`config.mk`:
```
export PLATFORM = sky130hd
export DESIGN_NAME = flag_stack
export DESIGN_NICKNAME = d
export VERILOG_FILES = /design/src/rtl/flag_stack_pkg.sv /design/src/rtl/flag_stack.sv
export SDC_FILE = /design/constraint.sdc
export NUM_CORES = 1
export LEC_CHECK = 0
export ABC_AREA = 1
export CELL_PAD_IN_SITES_DETAIL_PLACEMENT = 1
export CELL_PAD_IN_SITES_GLOBAL_PLACEMENT = 1
export CORE_ASPECT_RATIO = 0.5
export CORE_MARGIN = 1
export CORE_UTILIZATION = 42
export CTS_CLUSTER_DIAMETER = 200
export DETAILED_ROUTE_END_ITERATION = 8
export PLACE_DENSITY = 0.82
export SLEW_MARGIN = 20
export SYNTH_ARGS = -nofsm -noshare
export SYNTH_HDL_FRONTEND = slang
export SYNTH_SLANG_ARGS = --single-unit
```
`constraint.sdc`:
```
create_clock -name clk -period 3.89 [get_ports clk]
set_input_delay 0.778 -clock clk [delete_from_list [all_inputs] [get_ports clk]]
set_output_delay 0.778 -clock clk [all_outputs]
set_load 0.01 [all_outputs]
```
`src/rtl/flag_stack_pkg.sv`:
```
// rtl/flag_stack_pkg.sv - shared CPU flag definitions and flag stack op decode
package flag_stack_pkg;

   localparam int FW     = 4;
   localparam int FLAG_Z = 0;
   localparam int FLAG_N = 1;
   localparam int FLAG_C = 2;
   localparam int FLAG_V = 3;

   typedef enum logic [1:0] {
      OP_IDLE = 2'b00,
      OP_PUSH = 2'b01,
      OP_POP  = 2'b10,
      OP_SWAP = 2'b11
   } stack_op_e;

   function automatic stack_op_e decode_op(input logic push, input logic pop);
      return stack_op_e'({pop, push});
   endfunction

endpackage

```
`src/rtl/flag_stack.sv`:
```
// rtl/flag_stack.sv - interrupt flag save/restore stack with sticky error flags
module flag_stack
   import flag_stack_pkg::*;
#(
   parameter int DEPTH = 4,
   parameter int FW    = flag_stack_pkg::FW
)(
   input  logic                       clk,
   input  logic                       reset,
   input  logic                       push,
   input  logic                       pop,
   input  logic [FW-1:0]              flags_in,
   input  logic                       err_clr,
   output logic [FW-1:0]              flags_out,
   output logic                       restore_valid,
   output logic [$clog2(DEPTH):0]     depth,
   output logic                       full,
   output logic                       empty,
   output logic                       err_overflow,
   output logic                       err_underflow
);

   localparam int DW = $clog2(DEPTH) + 1;
   localparam int AW = $clog2(DEPTH);
   localparam logic [DW-1:0] DEPTH_V = DW'(DEPTH);

   logic [FW-1:0] mem [DEPTH];
   stack_op_e     op;
   logic [AW-1:0] top_idx;
   logic [AW-1:0] wr_idx;
   logic          wr_en;
   logic          pop_ok;
   logic          ovf_evt;
   logic          unf_evt;

   assign op      = decode_op(push, pop);
   assign empty   = (depth == '0);
   assign full    = (depth == DEPTH_V);
   assign top_idx = AW'(depth - DW'(1));

   assign pop_ok  = ((op == OP_POP) || (op == OP_SWAP)) && !empty;
   assign unf_evt = ((op == OP_POP) || (op == OP_SWAP)) && empty;
   assign ovf_evt = (op == OP_PUSH) && full;

   // A swap on an empty stack degenerates to a plain push into slot 0.
   always_comb begin
      wr_en  = 1'b0;
      wr_idx = AW'(depth);
      case (op)
         OP_PUSH: wr_en = !full;
         OP_SWAP: begin
            wr_en  = 1'b1;
            wr_idx = empty ? '0 : top_idx;
         end
         default: wr_en = 1'b0;
      endcase
   end

   always_ff @(posedge clk) begin
      if (wr_en) mem[wr_idx] <= flags_in;
   end

   always_ff @(posedge clk or negedge reset) begin
      if (!reset) begin
         depth         <= '0;
         flags_out     <= '0;
         restore_valid <= 1'b0;
         err_overflow  <= 1'b0;
         err_underflow <= 1'b0;
      end else begin
         restore_valid <= pop_ok;
         if (pop_ok) flags_out <= mem[top_idx];

         case (op)
            OP_PUSH: if (!full)  depth <= depth + DW'(1);
            OP_POP:  if (!empty) depth <= depth - DW'(1);
            OP_SWAP: if (empty)  depth <= DW'(1);
            default: depth <= depth;
         endcase

         // An error event in the same cycle as err_clr keeps the flag set.
         err_overflow  <= ovf_evt | (err_overflow  & ~err_clr);
         err_underflow <= unf_evt | (err_underflow & ~err_clr);
      end
   end

endmodule

```
==> results by group <==
Critical path
  – CP Max Fanout: 17
  – RR Endpoint: mem[1][3]
  – Worst setup EP type: output port
  – Critical path required time: 3.11 ns
  – R2R Setup Slk: 1.43 ns
  – Critical Setup Path Class: reg -> out
  – FF-to-FF Start: depth[0]
  – Reg2Reg Depth: 7
  – Arrival @ worst endpoint: 2.19 ns
  – CP Launch Type: flop

Synth
  – Register bit total from synthesis: 26
  – Top cell type's share of synthesized area: between 30% and 40%
  – Synth warn: 0
  – Post-Syn Area: 1240 um^2
  – Synth unique cells: 15
  – Post-synthesis sequential area ratio: around three fifths
  – Top post-synthesis cells by area: edfxtp_1 (39%), dfrtp_1 (20%), nand2_1 (14%), nor2_1 (6.7%), inv_1 (4.2%)
  – Syn nets: 150
  – Synth area leader: edfxtp_1
  – Mean Syn Cell Area: 8.97 um^2
  – Post-Syn Instances: 138

Detailed routing
  – Antenna viol nets, final: 0
  – Number of detailed-route iterations in the first pass: 3
  – Post-route DRC violation count: 0
  – Routed len/inst: 14.0 um
  – Final wirelength: approximately 2800 um
  – Vias per inst: 4.82
  – Via count: 955
  – Initial DRC Count: 36

Pwr
  – Max VDD drop: 0.290 mV
  – Logic pwr share: a little under half
  – Power density over the cells: 791 nW/um^2
  – Tot Pwr: 1.22 mW
  – Clock Power Share: about 18%
  – P_sw: 0.480 mW
  – Sw frac: 39.3%
  – Leakage power: ~0.7 nW
  – Seq pwr share: between 30% and 40%
  – Internal power: between 0.7 and 0.8 mW

Min path
  – Hold Startpoint: flags_out[0]
  – Hold Path Sink: flags_out[0]
  – Worst hold stages: 2
  – Hold Crit Class: reg -> reg

Floorplan
  – Core outline area: between 2000 and 3000 um^2
  – Die span in y: 40.4 um
  – Starting Density: 45.8%
  – Die width: 78.8 um
  – # IOs: 21
  – Core Rows: 13
  – Die Area: roughly 3200 um^2

Layout
  – Register Area: between 700 and 800 um^2
  – Layout cells sized above 1: between 8 and 9%
  – Fin cells: around 200
  – Filler Cells Inserted: 328
  – # diodes: 0
  – NumNets Final: around 170
  – Layout area overhead: 24.8%
  – Multi-input gate area: roughly 430 um^2

Status
  – Outcome: completed

Timing
  – Max Freq: 337 MHz
  – # setup viols final: 0
  – Final Hold Viols: 0
  – Max Clock Skew: 0.00223 ns
  – Unrepaired setup endpoints after global routing: no
  – Final slew viol count: 0
  – Fin crit period: 2.97 ns
  – Worst-Margin Slew: 0.507 ns
  – TNS Setup: 0 ns
  – Rel. slew slack: 66.2%
  – Final worst-path cycle share: between 70% and 80%
  – Final worst slack: slightly above 0.9 ns

CTS
  – CTS tree: done
  – Htree depth: 1
  – CTS clk-pin slew, worst paths: 0.09 ns
  – Post_cts resized: 0
  – Clock latency on the worst-skew pair: ~0.27 ns
  – CTS buffer count: 3
  – # Post-CTS Setup Buffers: 0
  – Clock root buffer master: clkbuf_8
  – Max clock buf depth: 2
  – Hold buffers post-CTS: 0
  – CTS sink cnt: 26

Global route
  – Vias in the first global route: 864
  – Total Routing Usage GR: 19.7%
  – Initial antenna violation count: 0
  – Largest net degree at the start of global routing: 18
  – First-pass GRT wire length: 4350 um
  – Gr ovfl total: 0

Run
  – Max cap viols: 0

Placed design
  – Final HPWL DP: 2070 um
  – Setup WS pre-CTS: 1.21 ns
  – PortBufs: 20
  – Placed cells: approximately 190
  – Placer congestion estimate: 0.766
-- cell usage in the layout (no fill, tap or decap) --
cell type / n
nand2_2: 2
nor2_1: 22
ha_1: 3
o22ai_1: 1
inv_1: 14
nand2_1: 45
nand2_4: 3
bufinv_16: 1
clkbuf_8: 3
o21ai_0: 7
clkdlybuf4s50_1: 20
dfrtp_1: 10
clkinv_2: 1
nand3_1: 9
a21oi_1: 1
inv_2: 3
edfxtp_1: 16
-- routing by layer --
metal / vias up / GRT usage (%) / wire length, um
met3: 2 / 5.45 / 112
met1: 446 / 25.3 / 1410
met5: - / 0 / 0
met4: 0 / 2.78 / 8
li1: 485 / - / -
met2: 22 / 35.2 / 1250
-- power by group through the flow --
stage	logic (mW)	registers, mW	clock network (mW)
final	0.564	0.434	0.223
after detailed placement	0.562	0.441	0
after global routing	0.636	0.445	0.235
after global placement	0.544	0.437	0
after CTS	0.569	0.436	0.230
after floorplan	0.338	0.442	0
-- kinds of logic (layout without fill, tap and decap cells) --
logic type      after synthesis  after routing  share of synthesized area (%)
buf+inv                      19             42                           6.47
simple gates                 81             81                           27.7
flops                        26             26                           59.0
compound gates                9              9                           3.74
fa+ha+maj                     3              3                           3.03
-- worst max-delay path by stage --
stage / startpoint / end / cells past startpoint
floorplan: depth[0] / empty / 4
global placement: depth[0] / empty / 5
detailed placement: depth[0] / empty / 5
CTS: depth[0] / empty / 5
global route: depth[0] / empty / 5
finish: depth[0] / empty / 5
-- flip-flops by register name (all words and copies together), names as in the netlist --
name	count
restore_valid	1
err_overflow	1
err_underflow	1
depth	3
mem	16
flags_out	4
-- stage by stage --
step	hold slack (ns)	util [%]	cell area (um^2)
global route	0.530	57.2	1540
detailed placement	0.467	54.5	1470
global placement	0.463	54.5	1470
floorplan	0.482	-	1240
finish	0.484	57.2	1540
CTS	0.491	57.2	1540
-- cell usage after synthesis --
master and instances:
o22ai_1 1, nand2_2 2, ha_1 3, nand2_4 3, nand3_1 9, a21oi_1 1
clkinv_2 1, o21ai_0 7, nand2_1 45, edfxtp_1 16, inv_1 14, inv_2 3
buf_6 1, dfrtp_1 10, nor2_1 22
-- worst max-delay path, stage by stage (launching register included) --
cell             delay [ns]
dfrtp_1                0.67
inv_1                  0.26
ha_1                   0.33
nand2_4                0.13
inv_1                  0.05
clkdlybuf4s50_1        0.47
-- final cells by class --
type	count	share of cell area (%)
sequential	26	47.3
multi-input combinational	93	27.6
timing repair buffer	20	13.0
inverter	18	4.46
tap	37	3.00
clock buffer	3	2.67
clock inverter	1	1.94
(Power assumes the default switching activity.)
